$ cat src/rtl/pipe_adder.sv
// Pipelined WIDTH-bit adder/subtractor, one carry-ripple segment per stage, valid/ready on both sides.
// Optional macro PIPE_ADDER_OVERFLOW_EN adds the registered signed-overflow output ovf.
module pipe_adder #(
    parameter int unsigned WIDTH  = 8,
    parameter int unsigned STAGES = 4
) (
    input  logic             clk,
    input  logic             rst,
    input  logic             in_valid,
    output logic             in_ready,
    input  logic [WIDTH-1:0] a,
    input  logic [WIDTH-1:0] b,
    input  logic             cin,
    input  logic             sub,
    output logic             out_valid,
    input  logic             out_ready,
    output logic [WIDTH-1:0] s,
`ifdef PIPE_ADDER_OVERFLOW_EN
    output logic             ovf,
`endif
    output logic             cout
);
    localparam int unsigned SEG = WIDTH / STAGES;

    logic             w_stall;
    logic [WIDTH-1:0] w_b_eff;

    assign w_b_eff  = b ^ {WIDTH{sub}};
    assign w_stall  = out_valid && !out_ready;
    assign in_ready = !w_stall;

    for (genvar k = 0; k < STAGES; k++) begin : g_stage
        // Operand bits still to be added, right-justified: segment k sits in the low SEG bits.
        localparam int unsigned IW = WIDTH - k * SEG;

        logic [IW-1:0]        w_a_in;
        logic [IW-1:0]        w_b_in;
        logic                 w_c_in;
        logic                 w_v_in;
        logic [SEG:0]         w_seg;
        logic [(k+1)*SEG-1:0] w_sum_nxt;
        logic                 r_valid;
        logic                 r_carry;
        logic [(k+1)*SEG-1:0] r_sum;

        assign w_seg = {1'b0, w_a_in[SEG-1:0]} + {1'b0, w_b_in[SEG-1:0]}
                     + {{SEG{1'b0}}, w_c_in};

        if (k == 0) begin : g_in
            assign w_a_in    = a;
            assign w_b_in    = w_b_eff;
            assign w_c_in    = cin ^ sub;
            assign w_v_in    = in_valid;
            assign w_sum_nxt = w_seg[SEG-1:0];
        end else begin : g_in
            assign w_a_in    = g_stage[k-1].g_fwd.r_a;
            assign w_b_in    = g_stage[k-1].g_fwd.r_b;
            assign w_c_in    = g_stage[k-1].r_carry;
            assign w_v_in    = g_stage[k-1].r_valid;
            assign w_sum_nxt = {w_seg[SEG-1:0], g_stage[k-1].r_sum};
        end

        always_ff @(posedge clk or posedge rst) begin
            if (rst) begin
                r_valid <= 1'b0;
                r_carry <= 1'b0;
                r_sum   <= '0;
            end else if (!w_stall) begin
                r_valid <= w_v_in;
                r_carry <= w_seg[SEG];
                r_sum   <= w_sum_nxt;
            end
        end

        if (k < STAGES - 1) begin : g_fwd
            logic [IW-SEG-1:0] r_a;
            logic [IW-SEG-1:0] r_b;

            always_ff @(posedge clk or posedge rst) begin
                if (rst) begin
                    r_a <= '0;
                    r_b <= '0;
                end else if (!w_stall) begin
                    r_a <= w_a_in[IW-1:SEG];
                    r_b <= w_b_in[IW-1:SEG];
                end
            end
        end

`ifdef PIPE_ADDER_OVERFLOW_EN
        // The last segment still holds the operand sign bits, so overflow is resolved here.
        if (k == STAGES - 1) begin : g_ovf
            logic r_ovf;

            always_ff @(posedge clk or posedge rst) begin
                if (rst) begin
                    r_ovf <= 1'b0;
                end else if (!w_stall) begin
                    r_ovf <= (w_a_in[SEG-1] == w_b_in[SEG-1]) && (w_seg[SEG-1] != w_a_in[SEG-1]);
                end
            end
        end
`endif
    end

    assign out_valid = g_stage[STAGES-1].r_valid;
    assign s         = g_stage[STAGES-1].r_sum;
    assign cout      = g_stage[STAGES-1].r_carry;
`ifdef PIPE_ADDER_OVERFLOW_EN
    assign ovf       = g_stage[STAGES-1].g_ovf.r_ovf;
`endif

endmodule
$ cat config.mk
export PLATFORM = sky130hd
export DESIGN_NAME = pipe_adder
export DESIGN_NICKNAME = d
export VERILOG_FILES = /design/src/rtl/pipe_adder.sv
export SDC_FILE = /design/constraint.sdc
export NUM_CORES = 1
export LEC_CHECK = 0
export CAP_MARGIN = 30
export CORE_ASPECT_RATIO = 0.7
export CORE_UTILIZATION = 49
export CTS_BUF_LIST = sky130_fd_sc_hd__clkbuf_8 sky130_fd_sc_hd__clkbuf_16
export DETAILED_ROUTE_END_ITERATION = 12
export PLACE_DENSITY = 0.73
export SETUP_SLACK_MARGIN = 0.3
export SKIP_LAST_GASP = 1
export SYNTH_ARGS = -nofsm -noshare
export SYNTH_HDL_FRONTEND = slang
export SYNTH_SLANG_ARGS = --single-unit
$ cat constraint.sdc
create_clock -name clk -period 1.5 [get_ports clk]
set_input_delay 0.3 -clock clk [delete_from_list [all_inputs] [get_ports clk]]
set_output_delay 0.3 -clock clk [all_outputs]
set_load 0.005 [all_outputs]
==> results of run 1 <==
## worst reg2reg max path, cell delays in order (launching register included)
cell and delay, ns:
dfrtp_1 0.37, inv_2 0.06, fa_2 0.39, fa_2 0.56, a21oi_2 0.06
## area by class of cell
type	count	area (µm²)
multi-input combinational	78	1070
clock inverter	1	30.0
tap	69	86.3
clock buffer	7	96.3
fill	304	1270
sequential	52	1300
timing repair buffer	82	858
inverter	18	71.3
## sequential cells by signal, summed over array words and instances (netlist names)
signal             cells
g_stage.g_fwd.r_b     12
cout                   1
g_stage.r_carry        3
out_valid              1
g_stage.r_valid        3
g_stage.r_sum         12
g_stage.g_fwd.r_a     12
s                      8
## cell families after synthesis
logic type,Yosys count,share of synthesized area (%)
xor+xnor,9,3.22
simple gates,10,3.27
fa+ha+maj,8,6.54
compound gates,8,1.63
buf+inv,26,7.15
mux,43,25.1
flops,52,53.1
## layout by cell type (no fill, tap or decap), drive strengths merged
cell type and count:
buf 57, dfrtp 52, mux2 39, inv 17
clkdlybuf4s50 16, clkbuf 14, nor3b 8, a21oi 8
fa 8, xor2 5, mux2i 4, xnor2 4
dlygate4sd2 2, nand2b 2, clkinvlp 1, bufinv 1
## how the worst min path moves through the flow
stage,cells after the start,end,from
final,2,s[0]$_DFFE_PP0N_,rst
after global routing,2,s[0]$_DFFE_PP0N_,rst
after CTS,2,s[0]$_DFFE_PP0N_,rst
after detailed placement,1,out_valid$_DFFE_PP0N_,g_stage[2].r_valid$_DFFE_PP0N_
after global placement,1,out_valid$_DFFE_PP0N_,g_stage[2].r_valid$_DFFE_PP0N_
after floorplan,1,cout$_DFFE_PP0N_,rst
## metrics by stage
step / std cells / hold WS (ns)
2_1_floorplan: 156 / 0.355
3_3_place_gp: 262 / 0.446
3_5_place_dp: 262 / 0.473
4_1_cts: 294 / 0.366
5_1_grt: 307 / 0.372
6_report: 307 / 0.357
## power by group through the flow
| stage | clock (W) | sequential (W) | combinational, W |
|---|---|---|---|
| global placement | 0 | 0.00238 | 0.00222 |
| detailed placement | 0 | 0.00243 | 0.00233 |
| finish | 0.00103 | 0.00239 | 0.00331 |
| floorplan | 0 | 0.00233 | 0.00169 |
| CTS | 0.00104 | 0.00238 | 0.00290 |
| global route | 0.00111 | 0.00246 | 0.00355 |
## metal layers
metal | vias to the layer above | wire (µm) | track usage [%]
met5 | - | 0 | 0
met2 | 25 | 2770 | 34.8
li1 | 672 | - | -
met3 | 5 | 148 | 4.29
met1 | 747 | 2010 | 23.3
met4 | 0 | 40 | 6.90
## what timing repair did
item	CTS	global route
gates cloned	2	0
buffers inserted	22	13
pin swaps	8	9
endpoints found under the setup margin	58	59
resized for setup	66	36
==> flow_summary_export.csv, run 1 <==
group,metric,value,unit
setup_path,cp.depth,4,
synth,synth_top_flop_cell,"dfrtp_1",
pwr,power_frac_clock,15.3,%
global_route,grt_start_max_net_pins,20,
cells_and_area,n_antenna_cell,0,
timing,final.setup.worst_slack,-0.0454,ns
floorplanning,die_width,86.5,µm
run_status,violations,"setup timing",
cells_and_area,post-route-cell-area,3510,µm²
clocking,cts_hold_repair.buffers,0,
global_route,grt_usage,19.2,%
global_route,grt_pass1_vias,1552,
timing,fin_crit,1.55,ns
setup_path,cp_common_cell,"fa_2",
setup_path,criticalPathCategory,"register to register",
cells_and_area,fin_util,73.5,%
timing,rsz0062_at_grt,"yes",
floorplanning,start_util,51.2,%
cells_and_area,drive_above_1_share,57.1,%
setup_path,crit_buf_inv,1,
synth,yosys.area.top_type,"dfrtp_1",
setup_path,cp.arrival,1.73,ns
timing,slew_headroom,68.3,%
setup_path,reg2reg_from,"g_stage[0].g_fwd.r_b[0]$_DFFE_PP0N_",
placed_design,gp_congestion,0.742,
pwr,p_sw,0.00197,W
floorplanning,die_area,5290,µm²
pwr,powerDensity,1920,nW/µm²
setup_path,path_max_fanout,2,
pwr,p_comb_share,49.2,%
routing,drt_first_pass_iters,4,
placed_design,place_ws,-0.715,ns
setup_path,slowest_stage,"fa_2",
cells_and_area,syn2layout_area_growth,43.5,%
synth,syn_nets,186,
global_route,grt_first_pass_wirelength,7.40,mm
clocking,cts_tree,"done",
setup_path,crit_chain,"inv_2, fa_2, fa_2, a21oi_2",
setup_path,critPathMaxStageDelay,0.56,ns
timing,timing_hold_violations_final,0,
placed_design,dpl_cell_area,2930,µm²
synth,yosysWarningCount,0,
synth,synth-edff-count,0,
synth,async_reset_ff_share,100,%
setup_path,path_delay_family,"adder cells",
global_route,grt_overflow,0,
synth,ys_types,16,
floorplanning,core_area,4780,µm²
synth,seq_area_frac_synth,53.1,%
floorplanning,rows,21,
synth,synthTopCellsByCount,"dfrtp_1, mux2_4, inv_1",
timing,fmax,0.647,GHz
synth,synth_most_common_cell,"dfrtp_1",
setup_path,reg2reg_depth,4,
global_route,antenna_found_initial,0,
synth,syn_area_per_cell,15.7,µm²
floorplanning,die_y,61.2,µm
routing,vias,1449,
clocking,clk_pin_slew,0.09,ns
flow_run,max_cap_violations,0,
clocking,htreeDepth,2,
clocking,clk_latency,0.30,ns
routing,drcViolationCount,0,
synth,yosys-top-cells-area,"dfrtp_1, mux2_4, fa_1, inv_1, buf_12",
pwr,ir_drop,0.000892,V
clocking,cts_buffer_depth,2,
routing,drtIter0Drc,35,
min_path,hold_class,"primary input to asynchronous set/reset pin",
pwr,power,0.00674,W
synth,ys_seq_elements,52,
timing,setup_viol,11,
routing,routed_wl,4.97,mm
timing,finalMaxSlewViolations,0,
clocking,clock_sinks,52,
routing,postRouteAntennaNets,0,
clocking,cts_root_buf,"clkbuf_8",
timing,fin_skew,0.00485,ns
clocking,numCtsBuffers,5,
routing,routedWlPerCell,16.2,µm
placed_design,port_buffers,32,
setup_path,crit_end,"g_stage[1].r_sum[3]$_DFFE_PP0N_",
pwr,p_int,0.00477,W
pwr,sw_frac_of_total,29.3,%
floorplanning,num_io_pins,33,
setup_path,cp-start-kind,"register",
setup_path,r2r_end,"g_stage[1].r_sum[3]$_DFFE_PP0N_",
setup_path,critPathCaptureType,"register",
synth,synthCells,156,
pwr,p_seq_share,35.5,%
timing,worst_pin_slew,0.475,ns
setup_path,startpoint,"g_stage[0].g_fwd.r_b[0]$_DFFE_PP0N_",
cells_and_area,nets,267,
timing,timing.setup.tns,-0.180,ns
synth,yosysTopAreaCellShare,53.1,%
run_status,outcome,"finished with violations",
pwr,p_leak,1.70,nW
synth,syn_area,2450,µm²
setup_path,worst-r2r-setup-slack,-0.05,ns
placed_design,dpl.hpwl,3.05,mm
routing,routed_via_density,4.72,
timing,period_share,103,%
setup_path,required,1.69,ns
(Power assumes the default switching activity.)
==> inputs of run 2 (changes only) <==
--- a/config.mk
+++ b/config.mk
@@ -5,9 +5,10 @@
 export SDC_FILE = /design/constraint.sdc
 export NUM_CORES = 1
 export LEC_CHECK = 0
+export ABC_AREA = 1
 export CAP_MARGIN = 30
 export CORE_ASPECT_RATIO = 0.7
-export CORE_UTILIZATION = 49
+export CORE_UTILIZATION = 48
 export CTS_BUF_LIST = sky130_fd_sc_hd__clkbuf_8 sky130_fd_sc_hd__clkbuf_16
 export DETAILED_ROUTE_END_ITERATION = 12
 export PLACE_DENSITY = 0.73
==> run 2 against run 1 <==
  * The flow finishes with violations (DRC, setup timing)
  * Worst hold slack better by 0.043 ns
  * Setup slack improved by 0.025 ns
  * Global-route usage down 0.32 points
  * Via count increased by 28%
  * Non-clock buffer count decreased by 14
  * Utilization rose by 4.6 points
  * Fmax rose by 1.7%
  * Critical endpoint is now s[7]$_DFFE_PP0N_
  * Largest cell class unchanged
==> flow_summary_export.csv, run 2 <==
group,metric,value,unit
floorplanning,rows,20,
clocking,cts_root_buf,"clkbuf_8",
synth,synth_most_common_cell,"nand2_1",
cells_and_area,drive_above_1_share,43.7,%
synth,ys_types,15,
routing,drtIter0Drc,101,
timing,timing_hold_violations_final,0,
min_path,hold_class,"primary input to asynchronous set/reset pin",
timing,setup_viol,1,
clocking,clock_sinks,52,
setup_path,reg2reg_depth,4,
synth,synthCells,244,
timing,fmax,0.658,GHz
clocking,clk_latency,0.30,ns
synth,ys_seq_elements,52,
clocking,clk_pin_slew,0.09,ns
cells_and_area,post-route-cell-area,3460,µm²
timing,worst_pin_slew,0.280,ns
floorplanning,num_io_pins,33,
setup_path,worst-r2r-setup-slack,-0.02,ns
global_route,grt_util_met3,4.74,%
setup_path,cp.arrival,1.72,ns
synth,syn_area,2250,µm²
routing,drcViolationCount,4,
pwr,p_leak,1.76,nW
timing,rsz0062_at_grt,"yes",
routing,vias,1856,
clocking,htreeDepth,2,
global_route,grt.busiest_layer,"met2",
floorplanning,core_area,4430,µm²
routing,routedWlPerCell,16.8,µm
global_route,grt_first_pass_wirelength,7.11,mm
cells_and_area,nets,338,
synth,synthTopCellsByCount,"nand2_1, dfrtp_1, inv_1, o21ai_0, fa_1",
pwr,ir_drop,0.00100,V
synth,seq_area_frac_synth,57.8,%
placed_design,dpl.hpwl,2.56,mm
setup_path,cp_common_cell,"fa_2",
synth,yosysTopAreaCellShare,57.8,%
global_route,antenna_found_initial,0,
cells_and_area,final_cell_mix,"nand2_1, dfrtp_1, nand2_2",
pwr,powerDensity,1860,nW/µm²
synth,async_reset_ff_share,100,%
floorplanning,die_width,83.9,µm
setup_path,critPathMaxStageDelay,0.55,ns
routing,postRouteAntennaNets,0,
setup_path,critPathCaptureType,"register",
setup_path,slowest_stage,"fa_2",
flow_run,max_cap_violations,0,
synth,syn_nets,274,
global_route,grt_start_max_net_pins,53,
run_status,outcome,"finished with violations",
clocking,numCtsBuffers,5,
setup_path,reg2reg_from,"g_stage[2].g_fwd.r_b[0]$_DFFE_PP0N_",
timing,timing.setup.tns,-0.0202,ns
timing,finalMaxSlewViolations,0,
floorplanning,start_util,50.8,%
run_status,violations,"DRC, setup timing",
setup_path,criticalPathCategory,"register to register",
routing,drt_first_pass_iters,8,
global_route,grt_overflow,0,
clocking,cts_buffer_depth,2,
placed_design,placed_cells,327,
timing,fin_crit,1.52,ns
clocking,cts_hold_repair.buffers,0,
placed_design,gp_congestion,0.731,
global_route,grt_usage,18.9,%
timing,period_share,101,%
global_route,grt_pass1_vias,1584,
cells_and_area,syn2layout_area_growth,53.6,%
setup_path,r2r_end,"s[7]$_DFFE_PP0N_",
global_route,grtUsageMet1,25.8,%
cells_and_area,fin_cells,364,
synth,yosysWarningCount,0,
floorplanning,die_y,59.3,µm
cells_and_area,layout_commonest_cell,"nand2_1",
setup_path,crit_chain,"inv_2, fa_2, fa_2, o21ai_2",
placed_design,port_buffers,32,
pwr,power,0.00643,W
cells_and_area,fin_util,78.1,%
routing,routed_wl,6.10,mm
placed_design,dpl_cell_area,2710,µm²
setup_path,cp-start-kind,"register",
floorplanning,die_area,4970,µm²
timing,fin_skew,0.00625,ns
synth,yosys-top-cells-area,"dfrtp_1, nand2_1, fa_1, o21ai_0, inv_1",
setup_path,path_max_fanout,2,
cells_and_area,reg_top3,"g_stage.g_fwd.r_a (12), g_stage.g_fwd.r_b (12), g_stage.r_sum (12)",
setup_path,required,1.70,ns
timing,final.setup.worst_slack,-0.0202,ns
cells_and_area,n_antenna_cell,0,
timing,slew_headroom,81.4,%
synth,syn_area_per_cell,9.23,µm²
clocking,cts_tree,"done",
global_route,use_met2,30.8,%
synth,synth-edff-count,0,
synth,yosys.area.top_type,"dfrtp_1",
synth,synth_top_flop_cell,"dfrtp_1",
routing,routed_via_density,5.10,
[run 2: cell types whose count changed after synthesis, moves of 5 or more]
cell     change
nand3_1      +5
nand2_1     +98
nor3b_1      -8
a21oi_1      -8
inv_1       +14
o21ai_0     +32
mux2_4      -36
[run 2: cells by family after synthesis]
kind of cell             Yosys count  synth area share [%]
adder cells (fa/ha/maj)            8                  7.11
AO/OA/AOI/OAI                     32                  7.11
XOR/XNOR                           3                  1.17
flip-flops                        52                  57.8
AND/OR/NAND/NOR                  105                  18.2
buffers and inverters             44                  8.56
[run 2: area by class of cell]
cell class	instances	area [µm²]
Clock buffer	6	82.6
Clock inverter	2	10.0
Fill cell	280	971
Inverter	33	130
Multi-Input combinational cell	148	1050
Sequential cell	52	1300
Tap cell	55	68.8
Timing Repair Buffer	68	815
[run 2: metrics by stage]
step | setup WS (ns) | hold slack (ns)
2_1_floorplan | -0.0523 | 0.355
3_3_place_gp | -0.545 | 0.426
3_5_place_dp | -0.550 | 0.432
4_1_cts | -0.0112 | 0.422
5_1_grt | -0.0529 | 0.453
6_report | -0.0202 | 0.401
[run 2: worst max path at each step]
| stage | from | endpoint | slack (ns) | cells past startpoint |
|---|---|---|---|---|
| finish | g_stage[2].g_fwd.r_b[0]$_DFFE_PP0N_ | s[7]$_DFFE_PP0N_ | -0.02 | 4 |
| global route | g_stage[2].g_fwd.r_b[0]$_DFFE_PP0N_ | s[7]$_DFFE_PP0N_ | -0.05 | 4 |
| CTS | g_stage[2].r_carry$_DFFE_PP0N_ | s[7]$_DFFE_PP0N_ | -0.01 | 4 |
| detailed placement | sub | g_stage[0].r_sum[1]$_DFFE_PP0N_ | -0.55 | 8 |
| global placement | sub | g_stage[0].r_sum[1]$_DFFE_PP0N_ | -0.54 | 8 |
| floorplan | sub | g_stage[0].r_sum[1]$_DFFE_PP0N_ | -0.05 | 7 |
[run 2: critical path: cells and delay by family (launching register included)]
family | cells | cell delay [ns]
DFF | 1 | 0.36
buffers and inverters | 1 | 0.06
adders and majority gates | 2 | 0.96
AOI/OAI and AO/OA | 1 | 0.05
[run 2: routing by layer]
| layer | up-vias | wire, µm |
|---|---|---|
| li1 | 867 | - |
| met1 | 922 | 2620 |
| met2 | 54 | 3050 |
| met3 | 13 | 331 |
| met4 | 0 | 98 |
| met5 | - | 0 |
[run 2: what timing repair did]
item | 4_1_cts | 5_1_grt
resized for setup | 49 | 112
setup endpoints to repair | 55 | 60
setup buffers | 6 | 10
cloned | 1 | 12
pin swaps | 9 | 15
[run 2: where the power goes]
part	internal, W	switching (W)	total, W
Sequential	0.00202	0.000405	0.00242
Combinational	0.00161	0.00157	0.00319
Clock	0.000369	0.000448	0.000817
Total	0.00400	0.00243	0.00643
